[config.mk]
export PLATFORM = sky130hd
export DESIGN_NAME = prot_accum_responder
export DESIGN_NICKNAME = d
export VERILOG_FILES = /design/src/rtl/prot_accum_responder.sv
export SDC_FILE = /design/constraint.sdc
export NUM_CORES = 1
export LEC_CHECK = 0
export BUFFER_PORTS_ARGS = -buffer_cell sky130_fd_sc_hd__buf_2
export CORE_AREA = 2 2 271 273
export CTS_CLUSTER_DIAMETER = 200
export DETAILED_ROUTE_END_ITERATION = 10
export DIE_AREA = 0 0 273 275
export PLACE_DENSITY = 0.55
export SYNTH_ARGS = -nofsm -noshare
export SYNTH_HDL_FRONTEND = slang
export SYNTH_SLANG_ARGS = --single-unit
[constraint.sdc]
create_clock -name clk -period 2.6 [get_ports clk]
set_clock_uncertainty 0.05 [all_clocks]
set_input_delay 0.39 -clock clk [delete_from_list [all_inputs] [get_ports clk]]
set_output_delay 0.39 -clock clk [all_outputs]
set_load 0.1 [all_outputs]
[src/rtl/prot_accum_responder.sv]
// Accumulating responder. Every cycle with in_valid high is a sample. An accepted sample
// adds accum_in into a wrapping accumulator, bumps a saturating sample counter, and loads
// a set of pass-through payload registers of assorted widths. A sticky flag records any
// carry out of the accumulator. A two-state machine (IDLE/RUN) tracks whether anything
// has been accepted since the last clear.
//
// Ports:
//   clk, rst_n           clock, asynchronous active-low reset
//   clear                synchronous restart of accumulator, counter, flag and state
//   in_valid             current inputs form a sample (no backpressure)
//   accum_in             addend
//   s*_in                echo payloads (1/2/8/33/64/65/129 bits)
//   out_valid            in_valid delayed by one cycle
//   accum_out            running sum modulo 2^ACC_W
//   s*_out               registered payload echoes
//   sample_cnt           accepted-sample count, saturating
//   wrap_flag            sticky accumulator-carry flag
//   state                0 = IDLE, 1 = RUN
module prot_accum_responder #(
  parameter int unsigned ACC_W = 32,
  parameter int unsigned CNT_W = 16
) (
  input  logic             clk,
  input  logic             rst_n,
  input  logic             clear,
  input  logic             in_valid,
  input  logic [ACC_W-1:0] accum_in,
  input  logic             s1_in,
  input  logic [1:0]       s2_in,
  input  logic [7:0]       s8_in,
  input  logic [32:0]      s33_in,
  input  logic [63:0]      s64_in,
  input  logic [64:0]      s65_in,
  input  logic [128:0]     s129_in,
  output logic             out_valid,
  output logic [ACC_W-1:0] accum_out,
  output logic             s1_out,
  output logic [1:0]       s2_out,
  output logic [7:0]       s8_out,
  output logic [32:0]      s33_out,
  output logic [63:0]      s64_out,
  output logic [64:0]      s65_out,
  output logic [128:0]     s129_out,
  output logic [CNT_W-1:0] sample_cnt,
  output logic             wrap_flag,
  output logic             state
);

  typedef enum logic {StIdle = 1'b0, StRun = 1'b1} state_e;

  state_e             state_q, state_d;
  logic [ACC_W-1:0]   acc_q, acc_d;
  logic [CNT_W-1:0]   cnt_q, cnt_d;
  logic               wrap_q, wrap_d;
  logic               valid_q;
  logic [ACC_W:0]     sum;

  logic               s1_q;
  logic [1:0]         s2_q;
  logic [7:0]         s8_q;
  logic [32:0]        s33_q;
  logic [63:0]        s64_q;
  logic [64:0]        s65_q;
  logic [128:0]       s129_q;

  // Extra top bit captures the carry out of the accumulator.
  assign sum = {1'b0, acc_q} + {1'b0, accum_in};

  always_comb begin
    state_d = state_q;
    acc_d   = acc_q;
    cnt_d   = cnt_q;
    wrap_d  = wrap_q;
    if (clear && in_valid) begin
      // Restart with this sample as the first one; its addition cannot wrap.
      acc_d   = accum_in;
      cnt_d   = CNT_W'(1);
      wrap_d  = 1'b0;
      state_d = StRun;
    end else if (clear) begin
      acc_d   = '0;
      cnt_d   = '0;
      wrap_d  = 1'b0;
      state_d = StIdle;
    end else if (in_valid) begin
      acc_d   = sum[ACC_W-1:0];
      wrap_d  = wrap_q | sum[ACC_W];
      state_d = StRun;
      if (cnt_q != {CNT_W{1'b1}}) begin
        cnt_d = cnt_q + CNT_W'(1);
      end
    end
  end

  always_ff @(posedge clk or negedge rst_n) begin
    if (!rst_n) begin
      state_q <= StIdle;
      acc_q   <= '0;
      cnt_q   <= '0;
      wrap_q  <= 1'b0;
      valid_q <= 1'b0;
    end else begin
      state_q <= state_d;
      acc_q   <= acc_d;
      cnt_q   <= cnt_d;
      wrap_q  <= wrap_d;
      valid_q <= in_valid;
    end
  end

  // Payload echoes load on every accepted sample, clear or not, and otherwise hold.
  always_ff @(posedge clk or negedge rst_n) begin
    if (!rst_n) begin
      s1_q   <= '0;
      s2_q   <= '0;
      s8_q   <= '0;
      s33_q  <= '0;
      s64_q  <= '0;
      s65_q  <= '0;
      s129_q <= '0;
    end else if (in_valid) begin
      s1_q   <= s1_in;
      s2_q   <= s2_in;
      s8_q   <= s8_in;
      s33_q  <= s33_in;
      s64_q  <= s64_in;
      s65_q  <= s65_in;
      s129_q <= s129_in;
    end
  end

  assign out_valid  = valid_q;
  assign accum_out  = acc_q;
  assign sample_cnt = cnt_q;
  assign wrap_flag  = wrap_q;
  assign state      = state_q;
  assign s1_out     = s1_q;
  assign s2_out     = s2_q;
  assign s8_out     = s8_q;
  assign s33_out    = s33_q;
  assign s64_out    = s64_q;
  assign s65_out    = s65_q;
  assign s129_out   = s129_q;

endmodule

After elaboration in Yosys (flattened, before gate mapping). Index checks and enable logic that the tools add are counted.

Logic and storage cells: 33. Output and inout port bits: 353. Flip-flop bits (word level): 353.

Muxes and demuxes: 13. Reduce and logical (&&, ||, !) cells: 4. Add/subtract/negate cells: 2. Equality and inequality tests: 1. Bitwise operators: 1.

Operator list (count): $mux 32 (3); $mux 16 (4); $add 32x32->33 (1); $add 16x1->16 const B (1); $ne 16x16->1 const B (1); $mux 1 (6); $reduce_bool 3->1 (2); $reduce_and 2->1 (1); $logic_and 1x1->1 (1); $or 1x1->1 (1).

Logic depth before layout (Yosys ltp).
Word-level depth: 5. Depth in mapped cells: 11. Mapped depth without buffers: 11.

Worst setup path before layout. Ideal clock, no wire load.

Kind: register -> register. Start point: register acc_q[0], in the netlist accum_out[0]. End point: register wrap_q, in the netlist wrap_flag. Stages on the path, launching flop included: 12. Arrival time: 3.210 ns. Path buffers: 0. Slack: -0.746 ns. Clock period less this slack: 3.346 ns. Setup time: 0.087 ns. Data required time: 2.463 ns. Path through: dfrtp_1 > ha_1 > inv_1 > fa_1 > nand2b_1 > a21oi_2 > o211ai_1 > o21a_1 > or3_4 > o31ai_2 > nand2_1 > a211oi_2.

Longest elaborated chain between the ends: 5.

RTL lines: from (decl) (RTL line 52) `logic [ACC_W-1:0] acc_q, acc_d;`; from (signal assigned) (RTL line 98) `acc_q <= '0;`; from (signal assigned) (RTL line 104) `acc_q <= acc_d;`; $add 32x32->33 (RTL line 67) `assign sum = {1'b0, acc_q} + {1'b0, accum_in};`; $or 1x1->1 (RTL line 87) `wrap_d = wrap_q | sum[ACC_W];`; $mux 1 (RTL line 85) `end else if (in_valid) begin`; $mux 1 (RTL line 80) `end else if (clear) begin`; $mux 1 (RTL line 74) `if (clear && in_valid) begin`; to (signal assigned) (RTL line 106) `wrap_q <= wrap_d;`; to (decl) (RTL line 54) `logic wrap_q, wrap_d;`.

Every way passes these cells. The select of a mux whose other input is x is not followed. A chain may end at the register's enable or synchronous reset.

Worst setup path after layout.
Start point: register acc_q[0], in the netlist accum_out[0]. End point: register acc_q[28], in the netlist accum_out[28].

Longest elaborated chain between the ends: 4.

RTL lines (RTL line): $add 32x32->33 (67); $mux 32 (85); $mux 32 (80); $mux 32 (74).

Every way passes these cells. The select of a mux whose other input is x is not followed.

==> results list <==
- The run finished, with violations left.
* Failing checks: negative setup slack
- Final period utilization: 1.039
- The wire-length estimate of the detail-placed layout is roughly 38000 um.
- The die is 275 um tall.
- For this design the top-level I/O count stands at 691.
* Final slew viol count: 0
- Cell count after placement: 2761
- The root buffer cell chosen for the clock tree is sky130_fd_sc_hd__clkbuf_16.
* Timing-limited maximum frequency: 370.3 MHz
- The detail route stage leaves a number of antenna-violating nets equal to 0.
- The routed design could run at a clock period as short as 2.700 ns.
* Sequential share of the synthesized area: 0.5854
* Most used flip-flop cell after synthesis: sky130_fd_sc_hd__dfrtp_1
- Number of cell rows: around 100
- Pin slew with the least headroom to its limit: roughly 0.86 ns
- The H-tree was split into 2 levels.
- GRT Util Overall: 0.1341
* Final Util: 0.3434
- Clock buffers created by TritonCTS: 41
- Netlist area before placement: between 15000 and 20000 um^2
* PD cells: 847.5 nW/um^2
- The synthesized design contains 0 enable-type register cells.
- Async SR Flop Fraction: 1.000
- Post-Synthesis Net Count: 1463
- GP Congestion: 0.8373
* Leakage power: 11.62 nW
- Worst Setup End Kind: flop
* Detailed router's first-iteration violation count: 439
- Total via count after detailed routing: about 13000
- Setup repair after global routing could not meet its margin everywhere.
* Crit Reg-Reg Startpoint: accum_out[0]$_DFFE_PN0P_
- Among all stages on the critical path, the largest delay is contributed by sky130_fd_sc_hd__dfrtp_4.
- Pin count of the biggest net entering global routing: 132
- The tightest min-delay check is of the in -> reg type.
- The die covers 75080 um^2.
* Syn-to-layout area delta: 64.63%
* Mean cell area of the mapped netlist: 13.83 um^2
* Total grt overflow: 0
- The final layout contains routed wiring with a total length of 52560 um.
- Delay of the slowest cell on the worst path: 0.42 ns
* DRC: 0
* Worst path required time: roughly 3.0 ns
- Wire length per cell: 16.73 um
- Via count normalized by instance count: between 4 and 5
* Port Buffer Count: 690
- Number of optimization iterations in the first detailed-route pass: 4
* Vias in the first global route: 14429
- The tool flagged a number of max-cap violations equal to 0.
- Setup-violating endpoint count in the final report: 6
- The final hold violation count is 0.
- The netlist uses 57 different library cells.
- After clock tree synthesis, the clock-pin slew on the worst setup and hold paths is 0.06 ns.
- The first global-routing pass estimated 80110 um of wire.
* Crit path launch: accum_out[0]$_DFFE_PN0P_
* Signal arrival time at the worst endpoint: 3.05 ns
* Max-Slew Margin vs Limit: 0.4261
- After the last flow step, the layout net total stands at around 2500.
- The finished layout holds 3142 standard cells, fillers aside.
- Area of the core: 72340 um^2
- In the final layout, the share of cells above drive strength 1 is 0.5528.
- TritonCTS sink count: ~350
- Setup ws final: -0.1005 ns
- In this run the deepest clock path goes through 3 buffers.
- Of all nets on the critical path, the largest fanout is 3.
- CTS tree: done
- Peak supply drop: 0.5146 mV
- Post-synthesis register bit count: approximately 350
- From left edge to right edge, the die measures 273 um.
* Kind of critical path: reg -> reg
* Number of instances in the synthesized netlist: 1091
- Sort of element at the start of the critical path: flop
* Source-to-sink clock delay at the later pin of the worst-skew pair: 0.56 ns
* Total number of yosys warnings: 0
* Antenna violations before repair: 3
- The critical path goes through ha_4, inv_2, fa_2, nand2b_4, a21oi_4, o211ai_1, o21a_2, or3_4, o31ai_4, xnor2_1, o21ai_1.
- Initial standard-cell utilization of the core: 0.2086
* Startpoint of the most critical hold path: s129_in[113]
==> kinds of logic (layout without fill, tap and decap cells) <==
family                   after synthesis  count (layout)  synth area share
adder cells (fa/ha/maj)               34              34           0.02869
AO/OA/AOI/OAI                        156             156           0.06666
other                                  0               3                 0
flip-flops                           353             353            0.5854
buffers and inverters                 62            1151           0.01965
AND/OR/NAND/NOR                      129             129           0.04121
XOR/XNOR                              41              41           0.02380
multiplexers                         316             316            0.2346
==> area by class of cell <==
class,count,area (um^2)
fillers,7124,47500
inverters,8,30.03
flip-flops and latches,353,8880
repair buffers,1067,7107
diodes,3,7.507
well taps,959,1200
clock inverters,16,234.0
multi-input cells,676,6148
clock buffers,60,1237
==> state kept, by name (all words and copies together), names as in the netlist <==
name and count:
s129_out 129, s8_out 8, s64_out 64, s65_out 65, sample_cnt 16, s33_out 33, out_valid 1, s2_out 2
state 1, accum_out 32, wrap_flag 1, s1_out 1
==> power breakdown <==
part           leakage, nW  switching [mW]  internal, mW
Sequential            4.16           0.362          6.11
Combinational         6.73            6.22          2.14
Clock                0.729            2.41          3.82
Total                 11.6            8.99          12.1
==> critical path: cells and delay by family (launching register included) <==
| kind | cells | cell delay (ns) |
|---|---|---|
| simple gates | 2 | 0.53 |
| flops | 1 | 0.42 |
| xor+xnor | 1 | 0.16 |
| buf+inv | 1 | 0.03 |
| compound gates | 5 | 0.87 |
| fa+ha+maj | 2 | 0.48 |
==> worst paths after layout <==
kind / endpoint / slack, ns / cells after the start
worst max-delay path: accum_out[28]$_DFFE_PN0P_ / -0.10 / 11
worst min-delay path: s129_out[113]$_DFFE_PN0P_ / 0.04 / 2
worst max register to register: accum_out[28]$_DFFE_PN0P_ / -0.10 / 11
worst min register to register: s33_out[4]$_DFFE_PN0P_ / 0.45 / 1
max in group asynchronous: s129_out[44]$_DFFE_PN0P_ / 1.33 / 3
min in group asynchronous: accum_out[17]$_DFFE_PN0P_ / 0.42 / 2
==> metal layers <==
metal / up-vias / GRT usage / part of all wire
met4: 0 / 0.05134 / 0.036
met2: 487 / 0.2436 / 0.52
met1: 6542 / 0.1497 / 0.38
li1: 6043 / - / -
met5: - / 0 / 0
met3: 112 / 0.03491 / 0.065
==> synthesized netlist by cell type (11+ instances only) <==
cell type / instances / area [um^2]
sky130_fd_sc_hd__a21oi_1: 32 / 160.2
sky130_fd_sc_hd__mux2_2: 302 / 3401
sky130_fd_sc_hd__mux2i_1: 14 / 140.1
sky130_fd_sc_hd__buf_1: 11 / 41.29
sky130_fd_sc_hd__a22oi_1: 18 / 135.1
sky130_fd_sc_hd__a21o_1: 15 / 112.6
sky130_fd_sc_hd__nand3_1: 14 / 70.07
sky130_fd_sc_hd__xnor2_1: 18 / 157.7
sky130_fd_sc_hd__dfrtp_1: 353 / 8833
sky130_fd_sc_hd__o21ai_0: 47 / 235.2
sky130_fd_sc_hd__xor2_1: 23 / 201.4
sky130_fd_sc_hd__ha_1: 33 / 412.9
sky130_fd_sc_hd__nand2_1: 39 / 146.4
sky130_fd_sc_hd__nor2_1: 34 / 127.6
sky130_fd_sc_hd__clkbuf_1: 32 / 120.1
==> through the flow <==
step	setup slack [ns]	setup TNS, ns	power [mW]	hold WS [ns]	instance area (um^2)
2_1_floorplan	-0.1912	-0.6495	12.58	0.04441	15190
3_3_place_gp	-0.2792	-1.789	14.36	0.4240	20210
3_5_place_dp	-0.2872	-2.032	14.41	0.4222	20210
4_1_cts	-0.1400	-0.5767	21.23	0.002359	24760
5_1_grt	-0.1941	-1.737	21.94	0.01018	24840
6_report	-0.1005	-0.3558	21.06	0.04411	24840
==> cell usage in the layout, fill, tap and decap left out, types with 3 or more instances in the layout <==
cell                            instances
sky130_fd_sc_hd__and4_1                 5
sky130_fd_sc_hd__nor2_1                33
sky130_fd_sc_hd__dfrtp_1              326
sky130_fd_sc_hd__clkbuf_16             41
sky130_fd_sc_hd__bufinv_16              5
sky130_fd_sc_hd__nand2b_1               5
sky130_fd_sc_hd__a211oi_1               5
sky130_fd_sc_hd__buf_4                 73
sky130_fd_sc_hd__o21ai_0               46
sky130_fd_sc_hd__nand3_1               14
sky130_fd_sc_hd__nand4_1                9
sky130_fd_sc_hd__mux2i_1               14
sky130_fd_sc_hd__nor3_1                 4
sky130_fd_sc_hd__dfrtp_2               22
sky130_fd_sc_hd__o21bai_1               6
sky130_fd_sc_hd__dfrtp_4                5
sky130_fd_sc_hd__nand2_1               39
sky130_fd_sc_hd__buf_12                 4
sky130_fd_sc_hd__clkbuf_8              14
sky130_fd_sc_hd__and3_1                 3
sky130_fd_sc_hd__clkbuf_1               5
sky130_fd_sc_hd__a21oi_2                3
sky130_fd_sc_hd__and2_1                 4
sky130_fd_sc_hd__o211ai_1               3
sky130_fd_sc_hd__a22oi_1               18
sky130_fd_sc_hd__inv_1                  7
sky130_fd_sc_hd__ha_4                   4
sky130_fd_sc_hd__mux2_2               302
sky130_fd_sc_hd__o21ai_1                6
sky130_fd_sc_hd__ha_1                  27
sky130_fd_sc_hd__a21oi_1               28
sky130_fd_sc_hd__buf_2                688
sky130_fd_sc_hd__dlygate4sd3_1        298
sky130_fd_sc_hd__xor2_1                23
sky130_fd_sc_hd__xnor2_1               17
sky130_fd_sc_hd__a21o_1                15
sky130_fd_sc_hd__clkinv_2               6
sky130_fd_sc_hd__diode_2                3
==> timing repair <==
item / CTS / global route
setup endpoints to repair: 11 / 18
pin swaps: 17 / 12
hold buffers: 298 / 0
endpoints found under the hold margin: 356 / 0
gates resized for setup: 14 / 15
buffers inserted: 4 / 0
Note: power is estimated with default switching activity, not from simulation.
